**config.mk**
```make
export PLATFORM = sky130hd
export DESIGN_NAME = pc_sequencer
export DESIGN_NICKNAME = d
export VERILOG_FILES = /design/src/rtl/pc_sequencer.sv
export SDC_FILE = /design/constraint.sdc
export NUM_CORES = 1
export LEC_CHECK = 0
export ABC_CLOCK_PERIOD_IN_PS = 5300
export CORE_MARGIN = 10
export CORE_UTILIZATION = 47
export CTS_BUF_LIST = sky130_fd_sc_hd__clkbuf_8
export CTS_CLUSTER_SIZE = 16
export DETAILED_ROUTE_END_ITERATION = 12
export GPL_TIMING_DRIVEN = 0
export PLACE_DENSITY = 0.85
export SLEW_MARGIN = 20
export SYNTH_ARGS = -nofsm -noshare
export SYNTH_HDL_FRONTEND = slang
export SYNTH_SLANG_ARGS = --single-unit
export TNS_END_PERCENT = 10
```
**constraint.sdc**
```tcl
create_clock -name clk -period 5.3 [get_ports clk]
set_clock_uncertainty 0.05 [all_clocks]
set_input_delay 0.53 -clock clk [delete_from_list [all_inputs] [get_ports clk]]
set_output_delay 0.53 -clock clk [all_outputs]
set_load 0.03 [all_outputs]
```
**src/rtl/pc_sequencer.sv**
```systemverilog
// pc_sequencer: next-PC controller with BOOT/RUN/HALT sequencing and retired-instruction counter
// Optional feature macro: PC_ALIGN_TRAP_EN (misaligned JR target traps to TRAP_VECTOR, adds epc port)
// Ports:
//   clk, reset            clock and synchronous active-high reset
//   pc_cur / pc_next      current PC in, combinational next PC out
//   stall                 hold PC, no retire
//   branch_eq/branch_ne   conditional branches qualified by alu_zero
//   jump/jump_reg         J/JAL and JR/JALR, with jump_index / reg_target
//   imm_ext               sign-extended branch offset (word units)
//   halt_req/resume       enter and leave HALT
//   fetch_valid, state    execute-enable and FSM state (00 BOOT, 01 RUN, 10 HALT)
//   retired_count         wrapping retire counter
//   trap (epc)            misalignment trap pulse and faulting PC
module pc_sequencer #(
   parameter int          COUNT_W     = 32,
   parameter logic [31:0] TRAP_VECTOR = 32'h0000_0080
) (
   input  logic               clk,
   input  logic               reset,
   input  logic [31:0]        pc_cur,
   output logic [31:0]        pc_next,
   input  logic               stall,
   input  logic               branch_eq,
   input  logic               branch_ne,
   input  logic               alu_zero,
   input  logic               jump,
   input  logic               jump_reg,
   input  logic [31:0]        imm_ext,
   input  logic [25:0]        jump_index,
   input  logic [31:0]        reg_target,
   input  logic               halt_req,
   input  logic               resume,
   output logic               fetch_valid,
   output logic [1:0]         state,
   output logic [COUNT_W-1:0] retired_count,
   output logic               trap
`ifdef PC_ALIGN_TRAP_EN
   ,
   output logic [31:0]        epc
`endif
);
   typedef enum logic [1:0] {BOOT = 2'b00, RUN = 2'b01, HALT = 2'b10} state_t;
   state_t      state_q, state_d;
   logic [31:0] pc_plus4, br_target, j_target, jr_target, sel_target;
   logic        taken, retire, misaligned;
   assign state      = state_q;
   assign pc_plus4   = pc_cur + 32'd4;
   assign br_target  = pc_plus4 + (imm_ext << 2);
   assign j_target   = {pc_plus4[31:28], jump_index, 2'b00};
   assign jr_target  = {reg_target[31:2], 2'b00};
   assign taken      = (branch_eq & alu_zero) | (branch_ne & ~alu_zero);
   assign sel_target = jump_reg ? jr_target : jump ? j_target : taken ? br_target : pc_plus4;
`ifdef PC_ALIGN_TRAP_EN
   assign misaligned = jump_reg & (reg_target[1:0] != 2'b00);
`else
   assign misaligned = 1'b0;
`endif
   always_comb begin
      pc_next     = pc_cur;
      fetch_valid = 1'b0;
      retire      = 1'b0;
      trap        = 1'b0;
      state_d     = BOOT;
      case (state_q)
         BOOT: state_d = RUN;
         RUN: begin
            fetch_valid = 1'b1;
            state_d     = RUN;
            if (!stall) begin
               // a trapping JR does not retire and suppresses a same-cycle halt
               if (misaligned) begin
                  pc_next = TRAP_VECTOR;
                  trap    = 1'b1;
               end else begin
                  retire  = 1'b1;
                  pc_next = halt_req ? pc_plus4 : sel_target;
                  state_d = halt_req ? HALT : RUN;
               end
            end
         end
         HALT: state_d = resume ? RUN : HALT;
         default: state_d = BOOT;
      endcase
   end
   always_ff @(posedge clk) begin
      if (reset) begin
         state_q       <= BOOT;
         retired_count <= '0;
      end else begin
         state_q       <= state_d;
         retired_count <= retired_count + COUNT_W'(retire);
      end
   end
`ifdef PC_ALIGN_TRAP_EN
   always_ff @(posedge clk) begin
      if (reset) epc <= '0;
      else if (trap) epc <= pc_cur;
   end
`endif
endmodule

```
# Word level (Yosys, flattened, before mapping)
# Cells that the tools add are included.
# totals
register_bits	34
# op_classes
n_addsub	3
n_eq_ne	2
mux	13
bitwise_logic	4
n_reduce_logical	1
# op_table
op	n
2-to-1 mux 32 bit	6
adder 32 x 1 -> 32 bit	1
adder 32 x 3 -> 32 bit, second input constant	1
adder 32 bit	1
2-to-1 mux 2 bit	3
one-hot mux 2 bit (3 select lines)	1
2-to-1 mux 1 bit	3
bitwise AND 1 bit	2
== test 2 x 1 -> 1 bit, second input constant	1
== test 2 bit, second input constant	1
logical NOT 2 bit	1
inverter 1 bit	1
bitwise OR 1 bit	1

# Depth between registers and ports, before layout
# logic_depth
ltp_word	9
depth_mapped	16
depth_no_buf	15

# Worst setup path after synthesis
# No wires, ideal clock.
# synth_timing
kind	input to output
start	input port pc_cur[5]
end	output port pc_next[24]
arrival_ns	4.053
path_slack_ns	0.667
path_stages	15
n_path_buf	2
path_cell_list	buf_2 > and4_1 > buf_4 > and3_1 > nand2_1 > xnor2_1 > ha_1 > and4_1 > and3_1 > a221o_1 > a21boi_1 > o21ai_1 > a221oi_2 > xor2_1 > o31ai_1
# synth_between
elab_chain_cells	8
# synth_rtl
element	line_no	rtl
start, declared	20	input logic [31:0] pc_cur,
adder 32 x 3 -> 32 bit (*)	47	assign pc_plus4 = pc_cur + 32'd4;
adder 32 bit	48	assign br_target = pc_plus4 + (imm_ext << 2);
2-to-1 mux 32 bit (3 in a row)	52	assign sel_target = jump_reg ? jr_target : jump ? j_target : taken ? br_target : pc_plus4;
2-to-1 mux 32 bit (*)	76	pc_next = halt_req ? pc_plus4 : sel_target;
2-to-1 mux 32 bit (*)	69	if (!stall) begin
2-to-1 mux 32 bit (*)	64	case (state_q)
end, declared	21	output logic [31:0] pc_next,
# Every way passes the cells marked *; elsewhere a longest branch is shown, timed or not.

# Worst setup path in the final report
# layout_timing
start	input port pc_cur[10]
end	output port pc_next[23]
# The elaborated chain is that of the path after synthesis.

==> summary.txt <==
Setup path
  – Kind of critical path: primary input to output pin
  – Critical Path Source Type: primary input
  – Critical Path End Type: output pin
  – CP max FO: 5
  – Arr. time, crit path: a little under 5000 ps
  – Required @ worst endpoint: about 4700 ps

Global routing
  – Total GRT Usage: 0.2897
  – Largest net degree at the start of global routing: 11
  – First-pass GRT wire length: 37520 um
  – Initial antenna violation count: 1
  – Number of global-route vias before repair: approximately 6800
  – Grt ovf: 0

STA
  – # setup viols final: 3
  – Period minus WS final: ~5400 ps
  – Setup TNS: -154.1 ps
  – Final setup margin: -146.9 ps
  – Worst-Margin Slew: just over 1000 ps
  – Fin. Hold Viols: 0
  – Hold_ws: about 470 ps
  – Slew headroom: 0.3143
  – Max Freq: ~0.18 GHz
  – Final Slew Violations: 0
  – Part of the cycle the worst path needs: 1.028
  – RSZ-0062 raised after global routing: yes

Die
  – Core area: between 10000 and 15000 sq um
  – IO Pins: 200
  – Placement Rows: 38
  – Starting Density: 0.4839
  – Die Span Y: approximately 130 um
  – Die area: around 16000 sq um
  – Die width: about 130 um

Synth
  – Async set-reset flop share out of synthesis: 0
  – Syn Std Cell Area: ~5300 sq um
  – Syn_area_per_cell: roughly 7 sq um
  – Yosys Warn Count: 0
  – Top-area cell type share of the netlist area: 0.1286
  – Yosys reg bits: 34
  – Mapped Cells: 759
  – Dominant synthesized flop cell: dfxtp_1
  – Syn_nets: a little over 900
  – Yosys top cell by area: dfxtp_1
  – Synth area leaders: dfxtp_1 13%, ha_1 9.2%, xnor2_1 7.0%
  – Sequential share of the synthesized area: 0.1286
  – Netlist cell types: 75
  – EDFF count, synth: 0

Power
  – Peak VDD IR: around 230 uV
  – P_int: between 0.0006 and 0.0007 W
  – Logic gate share of total power: 0.565
  – Clock share of power: 0.211
  – Net Sw Power: 0.0004718 W
  – Lkg Pwr: about 3.0 nW
  – Sequential share of power: 0.224
  – Total power: around 0.0012 W
  – P per Cell Area: 153.4 nW/um^2
  – Switch share: 0.4082

Detailed routing
  – Top sig layer: met4
  – 1st-iter DRT viols: 725
  – Met2 WL post-DR: around 12000 um
  – Routed met1 length: roughly 9900 um
  – Routed wl met3: 2625 um
  – Final wirelength: 25240 um
  – Antenna Nets Post-Route: 0
  – Via-to-Cell Ratio: between 6 and 7
  – DRT Pass-1 Iters: 7
  – Via count: just under 7000
  – # DRC: 0
  – Routed wire per std cell: 23.03 um

Place
  – Placer Congestion: ~1.1
  – Buffers on Ports: between 150 and 200
  – DP HPWL: ~20000 um
  – Pre-CTS setup slack: -741.0 ps
  – Inst Count DP: between 1000 and 1500

Layout
  – Fraction of layout cells with a size suffix above 1: 0.07016
  – Fin cells: roughly 1100
  – Filler cell count: between 900 and 1000
  – Synth-to-Final Area Change: 42.42%
  – Nets: 1127

Clocking
  – Clock Latency Late Sink: slightly below 300 ps
  – Clk pin slew, worst setup/hold paths: about 70 ps
  – Hold Buf Count CTS: 0
  – H-Tree Depth: 2
  – Clock sinks: 34
  – Clock buffers created by TritonCTS: 5
  – Max Buffers Root-to-Sink: 2
  – CTS tree: yes
  – Clock Root Buffer: clkbuf_8

Job
  – Max cap viols: 0

Run status
  – Status: finished, violations left
  – Failing checks: negative setup slack

Hold path
  – Hold Crit Class: flip-flop to flip-flop
## cells by family (layout without fill, tap and decap cells)
logic type / count (synthesis) / in the layout / share of synthesized area
AOI/OAI and AO/OA: 229 / 229 / 0.2866
and+or+nand+nor: 315 / 315 / 0.2953
buffers and inverters: 55 / 251 / 0.04729
DFF: 34 / 34 / 0.1286
muxes: 11 / 11 / 0.02294
adders and majority gates: 40 / 40 / 0.09600
xor gates and xnor gates: 74 / 74 / 0.1225
other: 1 / 2 / 0.0007087
## synth_stat cells, types with 3 or more instances
| cell type | instances |
|---|---|
| and3_1 | 20 |
| nor2_1 | 89 |
| or2_2 | 3 |
| nor4_1 | 5 |
| a221oi_1 | 9 |
| ha_1 | 39 |
| o21a_1 | 9 |
| o221ai_1 | 4 |
| a22oi_1 | 6 |
| xnor2_1 | 42 |
| nand2_1 | 76 |
| clkbuf_1 | 29 |
| a31oi_1 | 6 |
| o21ai_0 | 48 |
| nand2b_1 | 3 |
| a21oi_1 | 61 |
| nor2b_1 | 4 |
| a221o_1 | 9 |
| a21o_1 | 14 |
| xor2_1 | 32 |
| nand3_1 | 33 |
| nand4_1 | 22 |
| o21bai_1 | 9 |
| nor3_1 | 21 |
| a211oi_1 | 10 |
| or3_1 | 8 |
| and2_1 | 6 |
| o31ai_1 | 3 |
| and4_1 | 9 |
| mux2i_1 | 5 |
| dfxtp_1 | 34 |
| mux2_2 | 5 |
| o22ai_1 | 8 |
| o211ai_1 | 9 |
| inv_1 | 17 |
## through the flow
stage / utilization / cell area, sq um
6_report: 0.6891 / 7536
5_1_grt: 0.6891 / 7536
4_1_cts: 0.6857 / 7498
3_5_place_dp: 0.6705 / 7332
3_3_place_gp: 0.6701 / 7328
2_1_floorplan: - / 5291
## critical path: stages
cell and delay, ps:
clkdlybuf4s50_1 580, and4_4 290, and3_2 190, and3_1 300, xor2_1 220, ha_1 310
a21oi_1 330, o21ai_0 180, a221o_1 420, a22oi_2 250, a21boi_0 130, or3_1 330
a21oi_1 230, o21ai_0 180, dlygate4sd2_1 410
## registers in the layout, indices dropped and copies added, names as in the netlist
signal	count
state	2
retired_count	32
## metal layers
layer / vias to the layer above / global-route usage
li1: 3203 / -
met4: 0 / 0.1172
met1: 3233 / 0.3437
met3: 93 / 0.07844
met5: - / 0
met2: 428 / 0.4837
## area by class of cell
class                   instances  area, sq um  area share
diodes                          1        2.502   0.0003321
plain buffers                  37        182.7     0.02424
clock buffers                   6        82.58     0.01096
clock inverters                 1        30.03    0.003985
inverters                      18        67.56    0.008966
multi-input cells             670         4457      0.5914
flip-flops and latches         34        680.7     0.09032
well taps                     140        175.2     0.02324
repair buffers                189         1858      0.2466
## layout by cell type (no fill, tap or decap), types with 9 or more instances in the layout
| cell type | netlist | routed |
|---|---|---|
| a21o_1 | 14 | 14 |
| a21oi_1 | 61 | 60 |
| a221oi_1 | 9 | 9 |
| and3_1 | 20 | 20 |
| clkbuf_1 | 29 | 29 |
| clkdlybuf4s50_1 | 0 | 166 |
| dfxtp_1 | 34 | 34 |
| ha_1 | 39 | 38 |
| inv_1 | 17 | 17 |
| nand2_1 | 76 | 76 |
| nand3_1 | 33 | 33 |
| nand4_1 | 22 | 22 |
| nor2_1 | 89 | 88 |
| nor3_1 | 21 | 20 |
| o211ai_1 | 9 | 9 |
| o21a_1 | 9 | 9 |
| o21ai_0 | 48 | 48 |
| xnor2_1 | 42 | 39 |
| xor2_1 | 32 | 31 |
## what timing repair did
action                     in CTS  in global routing
setup buffers                   2                  1
setup endpoints to repair      18                 20
pin swaps                       3                  2
resized for setup              37                 35
## final timing paths
| check | to | startpoint | slack [ps] | cells after the start |
|---|---|---|---|---|
| max | pc_next[23] | pc_cur[10] | -150 | 15 |
| max reg2reg | retired_count[31] | state[1] | 540 | 14 |
| min reg2reg | retired_count[10] | retired_count[10] | 470 | 2 |
| min | retired_count[10] | retired_count[10] | 470 | 2 |
## power by group through the flow
stage / clock network, W / logic, W / registers (W)
after detailed placement: 0 / 0.000632 / 0.000265
after global routing: 0.000257 / 0.000694 / 0.000259
after global placement: 0 / 0.000632 / 0.000265
after CTS: 0.000244 / 0.000632 / 0.000259
after floorplan: 0 / 0.000363 / 0.000268
final: 0.000243 / 0.000653 / 0.000259
Power figures use the tool's default switching activity.
